**src/rtl/ahb_sram_bist_master.sv**
```systemverilog
// AHB-Lite BIST master: fills an SRAM window with a pattern, reads it back and
// reports pass/fail, a saturating error count and the first failing word.
module ahb_sram_bist_master #(
    parameter int ADDR_W = 16,
    parameter int CNT_W  = 15,
    parameter int ERR_W  = 16
) (
    input  logic              hclk,
    input  logic              hresetn,
    input  logic              start,
    input  logic [ADDR_W-1:0] base_addr,
    input  logic [CNT_W-1:0]  num_words,
    input  logic [1:0]        mode,
    output logic              busy,
    output logic              done,
    output logic              pass,
    output logic [ERR_W-1:0]  err_cnt,
    output logic [ADDR_W-1:0] first_err_addr,
    output logic [31:0]       first_err_data,
    output logic              hsel,
    output logic [31:0]       haddr,
    output logic [1:0]        htrans,
    output logic              hwrite,
    output logic [2:0]        hsize,
    output logic [2:0]        hburst,
    output logic [31:0]       hwdata,
    input  logic              hready,
    input  logic [1:0]        hresp,
    input  logic [31:0]       hrdata
);

    typedef enum logic [2:0] {S_IDLE, S_WR, S_RD, S_DRAIN, S_DONE} state_t;

    localparam logic [1:0] TR_IDLE   = 2'b00;
    localparam logic [1:0] TR_NONSEQ = 2'b10;
    localparam logic [1:0] TR_SEQ    = 2'b11;

    state_t            state, state_nxt;
    logic [ADDR_W-1:0] base_q, addr_q, dp_addr;
    logic [CNT_W-1:0]  num_q, beat_cnt;
    logic [1:0]        mode_q;
    logic              first_beat;
    logic              dp_any, dp_rd;
    logic [31:0]       dp_exp;
    logic              abort_q, pass_q;
    logic [31:0]       addr_ext, pattern;
    logic              issue, last_beat, abort, mismatch;

    assign addr_ext  = {{(32-ADDR_W){1'b0}}, addr_q};
    assign issue     = (state == S_WR || state == S_RD) && hready;
    assign last_beat = (beat_cnt == num_q - CNT_W'(1));
    assign abort     = dp_any && (hresp != 2'b00);
    // Only a completed read data phase is compared; an error response takes priority.
    assign mismatch  = dp_rd && hready && !abort && (hrdata != dp_exp);

    always_comb begin
        // NOTE: every combinational output gets a default first so no path infers a latch.
        pattern = addr_ext;
        case (mode_q)
            2'd1:    pattern = beat_cnt[0] ? 32'hAAAA_AAAA : 32'h5555_5555;
            2'd2:    pattern = ~addr_ext;
            default: ;
        endcase
    end

    always_ff @(posedge hclk or negedge hresetn) begin
        // NOTE: non-blocking assignments for all state so every register samples pre-edge values.
        if (!hresetn) state <= S_IDLE;
        else          state <= state_nxt;
    end

    always_comb begin
        state_nxt = state;
        case (state)
            S_IDLE:  if (start) state_nxt = (num_words == '0) ? S_DONE : S_WR;
            S_WR:    if (abort) state_nxt = S_DONE;
                     else if (issue && last_beat) state_nxt = S_RD;
            S_RD:    if (abort) state_nxt = S_DONE;
                     else if (issue && last_beat) state_nxt = S_DRAIN;
            S_DRAIN: if (abort || hready) state_nxt = S_DONE;
            S_DONE:  state_nxt = S_IDLE;
            default: state_nxt = S_IDLE;
        endcase
    end

    always_comb begin
        busy   = 1'b0;
        done   = 1'b0;
        pass   = pass_q;
        hsel   = 1'b0;
        haddr  = '0;
        htrans = TR_IDLE;
        hwrite = 1'b0;
        hburst = 3'b000;
        case (state)
            S_WR, S_RD: begin
                busy   = 1'b1;
                hsel   = 1'b1;
                haddr  = addr_ext;
                // A new burst and every 1 KB crossing restart as NONSEQ.
                htrans = (first_beat || addr_q[9:0] == 10'd0) ? TR_NONSEQ : TR_SEQ;
                hwrite = (state == S_WR);
                hburst = 3'b001;
            end
            S_DRAIN: busy = 1'b1;
            S_DONE: begin
                done = 1'b1;
                pass = (err_cnt == '0) && !abort_q;
            end
            default: ;
        endcase
    end

    assign hsize = 3'b010;

    always_ff @(posedge hclk or negedge hresetn) begin
        if (!hresetn) begin
            base_q         <= '0;
            addr_q         <= '0;
            num_q          <= '0;
            mode_q         <= '0;
            beat_cnt       <= '0;
            first_beat     <= 1'b0;
            dp_any         <= 1'b0;
            dp_rd          <= 1'b0;
            dp_addr        <= '0;
            dp_exp         <= '0;
            hwdata         <= '0;
            err_cnt        <= '0;
            first_err_addr <= '0;
            first_err_data <= '0;
            abort_q        <= 1'b0;
            pass_q         <= 1'b0;
        end else begin
            if (state == S_IDLE && start) begin
                base_q         <= base_addr & ~ADDR_W'(3);
                addr_q         <= base_addr & ~ADDR_W'(3);
                num_q          <= num_words;
                mode_q         <= (mode == 2'd3) ? 2'd0 : mode;
                beat_cnt       <= '0;
                first_beat     <= 1'b1;
                err_cnt        <= '0;
                first_err_addr <= '0;
                first_err_data <= '0;
                abort_q        <= 1'b0;
                pass_q         <= 1'b0;
            end
            if (issue) begin
                addr_q     <= addr_q + ADDR_W'(4);
                beat_cnt   <= beat_cnt + CNT_W'(1);
                first_beat <= 1'b0;
                dp_addr    <= addr_q;
                dp_exp     <= pattern;
                if (state == S_WR) hwdata <= pattern;
                // Rewind to the base for the read pass straight after the last write.
                if (state == S_WR && last_beat) begin
                    addr_q     <= base_q;
                    beat_cnt   <= '0;
                    first_beat <= 1'b1;
                end
            end
            if (abort) begin
                dp_any <= 1'b0;
                dp_rd  <= 1'b0;
            end else if (hready) begin
                dp_any <= issue;
                dp_rd  <= issue && (state == S_RD);
            end
            if ((abort || mismatch) && err_cnt != '1) err_cnt <= err_cnt + ERR_W'(1);
            if (mismatch && err_cnt == '0) begin
                first_err_addr <= dp_addr;
                first_err_data <= hrdata;
            end
            if (abort) abort_q <= 1'b1;
            if (state == S_DONE) pass_q <= (err_cnt == '0) && !abort_q;
        end
    end

endmodule

```
**config.mk**
```make
export PLATFORM = sky130hd
export DESIGN_NAME = ahb_sram_bist_master
export DESIGN_NICKNAME = d
export VERILOG_FILES = /design/src/rtl/ahb_sram_bist_master.sv
export SDC_FILE = /design/constraint.sdc
export NUM_CORES = 1
export LEC_CHECK = 0
export ABC_AREA = 1
export BUFFER_PORTS_ARGS = -buffer_cell sky130_fd_sc_hd__clkbuf_2
export CAP_MARGIN = 20
export CORE_ASPECT_RATIO = 1.75
export CORE_MARGIN = 4
export CORE_UTILIZATION = 55
export CTS_CLUSTER_DIAMETER = 80
export DETAILED_ROUTE_END_ITERATION = 10
export GPL_ROUTABILITY_DRIVEN = 1
export PLACE_DENSITY_LB_ADDON = 0.25
export SYNTH_ARGS = -nofsm -noshare
export SYNTH_HDL_FRONTEND = slang
export SYNTH_SLANG_ARGS = --single-unit
export TNS_END_PERCENT = 100
```
**constraint.sdc**
```tcl
create_clock -name hclk -period 2.49 [get_ports hclk]
set_input_delay 0.249 -clock hclk [delete_from_list [all_inputs] [get_ports hclk]]
set_output_delay 0.249 -clock hclk [all_outputs]
set_load 0.005 [all_outputs]
```
==> impl_metrics.yaml <==
critical_path:
  rr_worst_depth: 17
  arrival_ps: 2120
  setup.worst_path.start: "err_cnt[11]"
  r2r_start: "num_q[0]"
  worstPathMaxFanout: 6
  timing.rr.end: "addr_q[7]"
  setup_crit_start_kind: "flip-flop"
  worst_setup_path_endpoint: "pass"
  critical_path_class: "reg2out"
  reg2reg_slack_ps: 150
  cp_data_required_time_ps: 2240
  cp-end-kind: "output port"
yosys:
  synth_seq_cells: 181
  synth_top_cell_by_area: "dfrtp_1"
  synth.area.top_cells: "dfrtp_1, nand2_1, nand3_1"
  post_synth_instance_area_mm2: 0.00983
  synth_top_area_share_pct: 46.1
  synth_enable_flop_cells: 0
  synthesis.yosys.warnings: 0
  postSynth.topFlopCell: "dfrtp_1"
  synthDistinctLibCells: 43
  netlist_instances: 1259
  synth_sequential_area_ratio_pct: 46.1
  synth.avg_cell_area_um2: 7.81
  asyncSetResetFlopFracSynth_pct: 100
final_layout:
  layout.cells.most_common: "nand2_1"
  most_frequent_cells_in_the_layout: "nand2_1, clkbuf_2, dfrtp_1, nand3_1, inv_1"
  final_design_area_no_fill_mm2: 0.0115
  syn_to_final_growth_pct: 16.6
  net_total_in_the_final_layout: 1505
  final_layout_size_suffix_gt1_share_pct: 20.5
  antenna_cells_inserted: 0
  postLayoutCoreUtil_pct: 65.4
placed_design:
  buffer_ports.inserted: 186
  gp_congestion: 0.933
  place.detailed.hpwl_mm: 19.6
  placed_area_mm2: 0.0108
routing:
  route.layer.met1.wl_mm: 9.81
  route.detailed.vias_per_inst: 5.30
  route.detailed.drc: 0
  dr_total_vias: 8848
  antenna_left: 0
  avgRoutedWirePerCell_um: 15.8
  drt_iter0_drc: 641
  top_layer_used: "met4"
  met3WireLength_mm: 1.27
  drt_pre_antenna_iters: 5
  wire_length_on_met2_mm: 14.0
  drt_wirelength_mm: 26.3
sta:
  setup_tns_ps: 0
  final-max-slew-violation-count: 0
  timing.max_slew.rel_slack_pct: 45.4
  timing.final.hold_violations: 0
  tightestPinTransition_ps: 818
  max_freq_mhz: 422
  finalClockSkew_ps: 11.8
  layout_min_cycle_time_ps: 2370
  period_share_pct: 95.1
  final_setup_violation_count: 0
global_routing:
  pin_count_of_the_biggest_net_entering_global_routing: 90
  grt_pass1_vias: 8613
  antenna_found_initial: 0
  track_usage_pct: 26.5
  grt_first_pass_wirelength_mm: 41.7
  gr-total-overflow: 0
outcome:
  result_of_the_run: "complete, no violations"
floorplanning:
  num_io_pins: 212
  initial_standard_cell_utilization_of_the_core_pct: 56.1
  area_of_the_die_mm2: 0.0202
  die-width_um: 109
  placeableCoreArea_mm2: 0.0175
  floorplan.die.height_um: 185
  std_cell_rows: 64
clocking:
  cts.repair_timing.setup_buffer_count: 0
  tritoncts_clock_tree: "done"
  clock_sink_count: 181
  cts_root_buf: "clkbuf_16"
  clock_path_buffers: 2
  clk_latency_ps: 430
  htree_num_levels: 4
  cts_made_buffers: 17
  cts.clk_slew.worst_paths_ps: 80
worst_hold_path:
  hold_path.class: "in2reg"
run:
  drv_cap: 0
pwr:
  vdd_ir_drop_max_v: 0.000648
  power_leakage_nw: 6.22
  power_density_relative_to_cell_area_mw_per_mm2: 1170
==> power by group <==
group          total, W  switching (W)  internal, W
clock network   0.00285        0.00124      0.00161
registers       0.00484       0.000837      0.00400
logic           0.00579        0.00377      0.00201
total            0.0135        0.00585      0.00762
==> cell type report <==
class                      instances  area [um^2]
sequential                       181         4530
fill                            1569         6070
inverter                         111          419
tap                              231          289
multi-input combinational        900         4430
timing repair buffer             213         1180
clock inverter                    15          194
clock buffer                      17          425
==> through the flow <==
stage / power [W] / instances / setup slack [ps] / hold slack, ps
CTS: 0.0135 / 1668 / 70.6 / 13.2
global placement: 0.0104 / 1635 / 126 / 254
floorplan: 0.00858 / 1280 / 544 / -46.6
detailed placement: 0.0106 / 1635 / 114 / 254
finish: 0.0135 / 1668 / 122 / 26.4
global route: 0.0145 / 1668 / -8.22 / 26.1
==> critical path, stage by stage, from the launching register on <==
cell,delay [ps]
dfrtp_1,450
nor4_1,320
nand4_1,190
nor4_4,320
buf_4,170
nand3_1,80
nand2_1,60
clkbuf_2,100
==> flip-flops by register name, indices dropped and copies added (netlist names) <==
name,count
first_err_data,32
dp_exp,18
hwdata,18
err_cnt,16
beat_cnt,15
first_err_addr,15
num_q,15
addr_q,14
base_q,14
dp_addr,14
state,3
mode_q,2
abort_q,1
dp_any,1
dp_rd,1
first_beat,1
pass_q,1
==> logic make-up after synthesis <==
family | Yosys count | share of synthesized area [%]
other cells | 2 | 0.0764
simple gates | 693 | 31.3
buf+inv | 199 | 10.0
xor+xnor | 53 | 4.86
fa+ha+maj | 10 | 1.27
flops | 181 | 46.1
compound gates | 121 | 6.40
==> repair_timing <==
action / CTS / global route
hold buffers: 1 / 0
endpoints found under the hold margin: 56 / 0
resized for setup: 0 / 8
setup endpoints to repair: 0 / 46
==> worst min path at each step <==
| stage | from | endpoint | slack (ps) | cells after the start |
|---|---|---|---|---|
| finish | mode[0] | mode_q[1] | 30 | 2 |
| CTS | mode[0] | mode_q[1] | 10 | 2 |
| detailed placement | hresetn | err_cnt[13] | 250 | 1 |
| global route | mode[0] | mode_q[1] | 30 | 2 |
| global placement | hresetn | err_cnt[13] | 250 | 1 |
| floorplan | hresetn | abort_q | -50 | 0 |
==> synth_stat cells, types with 2 or more instances <==
master and count:
nor2_1 61, o21ai_1 9, nand2_4 2, inv_1 100, nor3_2 4, nand3b_1 7, nand3_2 4, nor2_4 5
nand4_1 32, a21oi_1 6, xnor2_1 14, conb_1 2, nand2_1 416, buf_1 5, nand3_1 115, inv_2 10
o22ai_1 10, or2_2 8, nor3_1 16, xor2_1 38, clkbuf_1 19, buf_2 10, nand2_2 3, nor4_1 8
dfrtp_1 181, o21ai_0 92, buf_4 49, nor2_2 6, ha_1 10, buf_6 4
==> routing by layer <==
metal  up-vias  GRT usage (%)
li1       4312              -
met1      4156           30.0
met2       298           47.3
met3        82           4.08
met4         0           13.5
met5         -              0
Note: power is estimated with default switching activity, not from simulation.
